==> src/rtl/elm_hidden_collector_if.sv <==
// rtl/elm_hidden_collector_if.sv - activation stream from the hidden collector to the output layer
// master drives valid/data/idx/last, slave returns ready.
interface elm_hidden_collector_if #(
    parameter int OUT_W = 8,
    parameter int IDX_W = 8
);
    logic             out_valid;
    logic             out_ready;
    logic [OUT_W-1:0] out_data;
    logic [IDX_W-1:0] out_idx;
    logic             out_last;

    modport master (
        output out_valid,
        output out_data,
        output out_idx,
        output out_last,
        input  out_ready
    );

    modport slave (
        input  out_valid,
        input  out_data,
        input  out_idx,
        input  out_last,
        output out_ready
    );
endinterface

==> src/rtl/elm_hidden_collector.sv <==
// rtl/elm_hidden_collector.sv - captures hidden-neuron sums, activates, buffers and streams them out
// ELM_SIGNED_ACT_EN selects signed saturation instead of clipped-ReLU.
module elm_hidden_collector #(
    parameter int ACC_W      = 24,
    parameter int OUT_W      = 8,
    parameter int FRAC_SHIFT = 8,
    parameter int NUM_HIDDEN = 64,
    parameter int IDX_W      = 8
) (
    input  logic                    clk,
    input  logic                    rst,
    input  logic                    start,
    input  logic                    per_load,
    input  logic [ACC_W-1:0]        acc_in,
    output logic                    stop,
    output logic                    busy,
    output logic                    ovf_err,
    elm_hidden_collector_if.master  out_if
);

    localparam int AW = $clog2(NUM_HIDDEN);
    localparam logic [IDX_W-1:0] LAST_IDX = IDX_W'(NUM_HIDDEN - 1);

    typedef enum logic [1:0] {
        S_IDLE,
        S_COLLECT,
        S_DRAIN
    } state_t;

    state_t           state;
    state_t           state_nxt;
    logic [IDX_W-1:0] wr_ptr;
    logic [IDX_W-1:0] rd_ptr;
    logic [OUT_W-1:0] mem [NUM_HIDDEN];

    logic             take;
    logic             last_cap;
    logic             xfer;
    logic             last_xfer;
    logic             draining;

    logic signed [ACC_W-1:0] s_val;
    logic [OUT_W-1:0]        act;

    assign s_val = $signed(acc_in) >>> FRAC_SHIFT;

`ifdef ELM_SIGNED_ACT_EN
    localparam logic signed [ACC_W-1:0] S_MAX = ACC_W'((64'sd1 <<< (OUT_W - 1)) - 64'sd1);
    localparam logic signed [ACC_W-1:0] S_MIN = ~S_MAX;

    always_comb begin
        act = '0;
        if (s_val < S_MIN) begin
            act = {1'b1, {(OUT_W-1){1'b0}}};
        end else if (s_val > S_MAX) begin
            act = {1'b0, {(OUT_W-1){1'b1}}};
        end else begin
            act = s_val[OUT_W-1:0];
        end
    end
`else
    localparam logic signed [ACC_W-1:0] U_MAX = ACC_W'((64'sd1 <<< OUT_W) - 64'sd1);

    always_comb begin
        act = '0;
        if (s_val[ACC_W-1]) begin
            act = '0;
        end else if (s_val > U_MAX) begin
            act = '1;
        end else begin
            act = s_val[OUT_W-1:0];
        end
    end
`endif

    // A start during COLLECT restarts the run and swallows any coincident sum.
    assign take      = (state == S_COLLECT) && per_load && !start;
    assign last_cap  = take && (wr_ptr == LAST_IDX);
    assign draining  = (state == S_DRAIN);
    assign xfer      = draining && out_if.out_ready;
    assign last_xfer = xfer && (rd_ptr == LAST_IDX);

    always_ff @(posedge clk or negedge rst) begin
        if (!rst) begin
            state <= S_IDLE;
        end else begin
            state <= state_nxt;
        end
    end

    always_comb begin
        state_nxt = state;
        case (state)
            S_IDLE: begin
                if (start) begin
                    state_nxt = S_COLLECT;
                end
            end
            S_COLLECT: begin
                if (last_cap) begin
                    state_nxt = S_DRAIN;
                end
            end
            S_DRAIN: begin
                if (last_xfer) begin
                    state_nxt = S_IDLE;
                end
            end
            default: state_nxt = S_IDLE;
        endcase
    end

    always_ff @(posedge clk or negedge rst) begin
        if (!rst) begin
            wr_ptr <= '0;
            rd_ptr <= '0;
        end else begin
            if (start && (state != S_DRAIN)) begin
                wr_ptr <= '0;
            end else if (take) begin
                wr_ptr <= last_cap ? '0 : wr_ptr + IDX_W'(1);
            end

            if (last_cap) begin
                rd_ptr <= '0;
            end else if (xfer) begin
                rd_ptr <= last_xfer ? '0 : rd_ptr + IDX_W'(1);
            end
        end
    end

    // stop holds the controller in DONE from the final capture until the last word leaves.
    always_ff @(posedge clk or negedge rst) begin
        if (!rst) begin
            stop <= 1'b0;
        end else if (last_cap) begin
            stop <= 1'b1;
        end else if (last_xfer) begin
            stop <= 1'b0;
        end
    end

    always_ff @(posedge clk or negedge rst) begin
        if (!rst) begin
            ovf_err <= 1'b0;
        end else if (per_load && (state != S_COLLECT)) begin
            ovf_err <= 1'b1;
        end else if (start && (state == S_IDLE)) begin
            ovf_err <= 1'b0;
        end
    end

    always_ff @(posedge clk) begin
        if (take) begin
            mem[wr_ptr[AW-1:0]] <= act;
        end
    end

    // Buffer is never cleared, so the read port is gated to keep idle outputs at zero.
    assign out_if.out_valid = draining;
    assign out_if.out_data  = draining ? mem[rd_ptr[AW-1:0]] : '0;
    assign out_if.out_idx   = draining ? rd_ptr : '0;
    assign out_if.out_last  = draining && (rd_ptr == LAST_IDX);
    assign busy             = (state != S_IDLE);

endmodule

==> src/flat_wrapper.sv <==
// flat-port wrapper written by rule: the top's interface ports become plain ports
module elm_hidden_collector_flat 
#(
    parameter int ACC_W      = 24,
    parameter int OUT_W      = 8,
    parameter int FRAC_SHIFT = 8,
    parameter int NUM_HIDDEN = 64,
    parameter int IDX_W      = 8
)
  (clk, rst, start, per_load, acc_in, stop, busy, ovf_err, out_if_out_valid, out_if_out_data, out_if_out_idx, out_if_out_last, out_if_out_ready);
  elm_hidden_collector_if #(.OUT_W(OUT_W), .IDX_W(IDX_W)) out_if_i ();
  input  logic clk;
  input  logic rst;
  input  logic start;
  input  logic per_load;
  input  logic [ACC_W-1:0] acc_in;
  output logic stop;
  output logic busy;
  output logic ovf_err;
  output wire logic [$bits(out_if_i.out_valid)-1:0] out_if_out_valid;
  output wire logic [$bits(out_if_i.out_data)-1:0] out_if_out_data;
  output wire logic [$bits(out_if_i.out_idx)-1:0] out_if_out_idx;
  output wire logic [$bits(out_if_i.out_last)-1:0] out_if_out_last;
  input wire logic [$bits(out_if_i.out_ready)-1:0] out_if_out_ready;
  assign out_if_out_valid = out_if_i.out_valid;
  assign out_if_out_data = out_if_i.out_data;
  assign out_if_out_idx = out_if_i.out_idx;
  assign out_if_out_last = out_if_i.out_last;
  assign out_if_i.out_ready = out_if_out_ready;
  elm_hidden_collector #(.ACC_W(ACC_W), .OUT_W(OUT_W), .FRAC_SHIFT(FRAC_SHIFT), .NUM_HIDDEN(NUM_HIDDEN), .IDX_W(IDX_W)) u_core (.clk(clk), .rst(rst), .start(start), .per_load(per_load), .acc_in(acc_in), .stop(stop), .busy(busy), .ovf_err(ovf_err), .out_if(out_if_i));
endmodule
==> config.mk <==
export PLATFORM = sky130hd
export DESIGN_NAME = elm_hidden_collector_flat
export DESIGN_NICKNAME = d
export VERILOG_FILES = /design/src/rtl/elm_hidden_collector_if.sv /design/src/rtl/elm_hidden_collector.sv /design/src/flat_wrapper.sv
export SDC_FILE = /design/constraint.sdc
export NUM_CORES = 1
export LEC_CHECK = 0
export BUFFER_PORTS_ARGS = -buffer_cell sky130_fd_sc_hd__buf_2
export CORE_AREA = 3 3 249 190
export CTS_BUF_LIST = sky130_fd_sc_hd__clkbuf_2 sky130_fd_sc_hd__clkbuf_4 sky130_fd_sc_hd__clkbuf_8
export DETAILED_ROUTE_END_ITERATION = 8
export DIE_AREA = 0 0 252 193
export PLACE_DENSITY = 0.63
export SYNTH_ARGS = -nofsm -noshare
export SYNTH_HDL_FRONTEND = slang
export SYNTH_SLANG_ARGS = --single-unit
==> constraint.sdc <==
create_clock -name clk -period 7.4 [get_ports clk]
set_clock_uncertainty 0.1 [all_clocks]
set_input_delay 1.48 -clock clk [delete_from_list [all_inputs] [get_ports clk]]
set_output_delay 1.48 -clock clk [all_outputs]
set_load 0.05 [all_outputs]
==> impl_metrics.py <==
metrics = {
    "pwr": {
        "p_int_mw": 4.76,
        "pwr-share-seq_pct": 54.5,
        "p_total_mw": 6.13,
        "clock_power_share_pct": 38.2,
        "swShare_pct": 22.4,
        "leakagePower_nw": 7.49,
        "irDropWorstVdd_v": 0.000156,
        "p_comb_share_pct": 7.3,
        "switchingPower_mw": 1.38,
        "powerDensity_nw_per_um2": 260,
    },
    "finish": {
        "fill_cells": 3641,
        "final_util_pct": 52.7,
        "mostFrequentLayoutCell": "edfxtp_1",
        "postLayoutCellArea_sq_um": 23600,
        "insertedDiodeCount": 0,
        "nNetsFinal": 1197,
        "drive_gt1_share_pct": 25.4,
        "layout_common_cells": "edfxtp_1, mux4_2, clkbuf_8",
        "syn2layout_area_growth_pct": 11.5,
    },
    "synth": {
        "synth-edff-count": 512,
        "synth_area_sq_um": 21200,
        "ys.flop_type": "edfxtp_1",
        "yosysWarnings": 0,
        "synth_cell_types": 60,
        "synth-seq-cells": 532,
        "synth-seq-area-share_pct": 75.1,
        "syn_inst": 1082,
        "avgSynthCellArea_sq_um": 19.5,
        "mappedNetlistNets": 1113,
        "synthArstFlopShare_pct": 3.76,
    },
    "clock_network": {
        "htreeDepth": 3,
        "ctsLongestPathBuffers": 3,
        "holdBufCountCts": 0,
        "clk_latency_ns": 0.62,
        "clockRootBuffer": "clkbuf_8",
        "cts_tree": "built",
        "clkTransAtPathRegs_ns": 0.06,
        "cts.sinks": 532,
        "cts_setup_buffers": 0,
        "ctsResizeCount": 0,
        "cts_buffers": 82,
    },
    "place": {
        "gp_congestion": 0.791,
        "place.detailed.hpwl_mm": 28.2,
        "dpl_cell_area_sq_um": 22000,
        "port_buffers": 41,
    },
    "critical_path": {
        "reg2reg_depth": 4,
        "reg2reg_to": "u_core.mem[27][5]",
        "cp-startpoint": "u_core.rd_ptr[1]",
        "path_class": "reg2out",
        "crit_path_max_fanout": 50,
        "cp-endpoint": "out_if_out_data[4]",
        "crit_arrival_ns": 4.17,
        "crit_required_ns": 5.82,
        "crit_path_start_kind": "flip-flop",
        "worstReg2RegStart": "u_core.state[1]",
        "endpoint_kind": "output port",
        "worst-r2r-setup-slack_ns": 3.64,
    },
    "route": {
        "vias": 10700,
        "drtIter0Drc": 1186,
        "viasPerCell": 5.93,
        "drc": 0,
        "first_pass_iters": 8,
        "ant_nets": 0,
        "routedWlPerCell_um": 26.2,
        "drt-total-wl_mm": 47.5,
    },
    "global_route": {
        "grt_pass1_vias": 10600,
        "grt_pass1_wl_mm": 70.1,
        "grt_max_degree": 65,
        "globalRouteTotalUtil_pct": 19.8,
        "gr-total-overflow": 0,
        "antenna_found_initial": 0,
    },
    "die": {
        "dieArea_sq_um": 48600,
        "initial_core_util_pct": 47.2,
        "rows": 67,
        "core_area_sq_um": 44800,
        "ios": 50,
        "die_x_um": 252,
        "die_h_um": 193,
    },
    "hold_path": {
        "min_path_type": "reg2reg",
    },
    "sta": {
        "hold_violations": 0,
        "fmax_ghz": 0.174,
        "max-slew-margin-rel_pct": 21.5,
        "tns_ns": 0,
        "period_share_pct": 77.7,
        "layout_min_cycle_time_ns": 5.75,
        "tightest_slew_ns": 1.16,
        "rsz0062_at_grt": "false",
        "setup_viol": 0,
        "slew_violations": 0,
    },
    "run_status": {
        "outcome": "finished, final reports clean",
    },
    "run": {
        "max_cap_violations": 0,
    },
}
-- worst max-delay path, stage by stage, from the launching register on --
cell and delay (ns):
dfrtp_4 1.05, buf_4 0.46, mux4_2 0.57, a22o_1 0.21
a221oi_1 0.50, o22ai_1 0.24, a31o_1 0.25, buf_2 0.21
-- cell type report --
type	instances	area, sq um	share of cell area [%]
clock buffer	115	1430	6.08
clock inverter	28	135	0.573
inverter	15	56.3	0.239
multi-input combinational	475	4970	21.1
sequential	532	15900	67.4
tap	586	733	3.11
timing repair buffer	60	360	1.53
-- flip-flops by register name, summed over array words and instances (netlist names) --
register and flops:
u_core.wr_ptr 8, u_core.mem 512, u_core.ovf_err 1, u_core.stop 1
u_core.rd_ptr 8, u_core.state 2
-- cell families (layout without fill, tap and decap cells) --
kind of cell,count (synthesis),after routing,share of synthesized area [%]
compound gates,133,133,4.49
simple gates,180,180,4.07
buf+inv,75,218,1.94
xor+xnor,5,5,0.207
fa+ha+maj,2,2,0.118
flops,532,532,75.1
mux,155,155,14.1
-- power groups by stage --
stage / clock [mW] / sequential (mW) / combinational [mW]
2_1_floorplan: 0 / 3.38 / 0.354
3_3_place_gp: 0 / 3.41 / 0.443
3_5_place_dp: 0 / 3.41 / 0.450
4_1_cts: 2.39 / 3.35 / 0.451
5_1_grt: 2.53 / 3.35 / 0.478
6_report: 2.34 / 3.35 / 0.446
-- worst min path at each step --
stage	to	cells after the start	start	slack, ns
after CTS	u_core.stop	2	u_core.stop	0.41
after global placement	u_core.stop	2	u_core.stop	0.40
final	u_core.stop	2	u_core.stop	0.42
after detailed placement	u_core.stop	2	u_core.stop	0.40
after floorplan	u_core.wr_ptr[7]	1	u_core.wr_ptr[7]	0.39
after global routing	u_core.ovf_err	1	u_core.ovf_err	0.45
-- stage by stage --
| step | setup slack (ns) | hold WS, ns | cells |
|---|---|---|---|
| 2_1_floorplan | 3.11 | 0.387 | 1082 |
| 3_3_place_gp | 2.27 | 0.400 | 1668 |
| 3_5_place_dp | 2.27 | 0.398 | 1668 |
| 4_1_cts | 1.58 | 0.415 | 1811 |
| 5_1_grt | 1.40 | 0.448 | 1811 |
| 6_report | 1.65 | 0.425 | 1811 |
-- per-layer routing --
metal / track usage [%] / routed length [um] / vias to the layer above
li1: - / - / 4645
met2: 29.9 / 21600 / 420
met1: 29.4 / 21500 / 5601
met5: 0 / 0 / -
met3: 4.84 / 3480 / 68
met4: 5.01 / 878 / 0
-- synth_stat cells (7+ instances only) --
library cell	count	share of area, %
nor2_1	84	1.5
o221ai_1	14	0.58
buf_2	18	0.43
nand2_1	29	0.51
mux4_2	100	11
a221oi_1	14	0.58
edfxtp_1	512	73
inv_1	13	0.23
nand3b_1	7	0.25
clkbuf_1	19	0.34
o21ai_0	19	0.45
nand3_1	14	0.33
and2_1	7	0.21
nor2b_1	8	0.24
dfrtp_1	20	2.4
a31o_1	7	0.29
a22o_1	14	0.58
mux4_1	11	1.4
buf_4	12	0.43
mux2i_1	41	1.9
a21oi_1	30	0.71
o22ai_1	8	0.24
No activity file was read; power rests on OpenSTA's default activity.
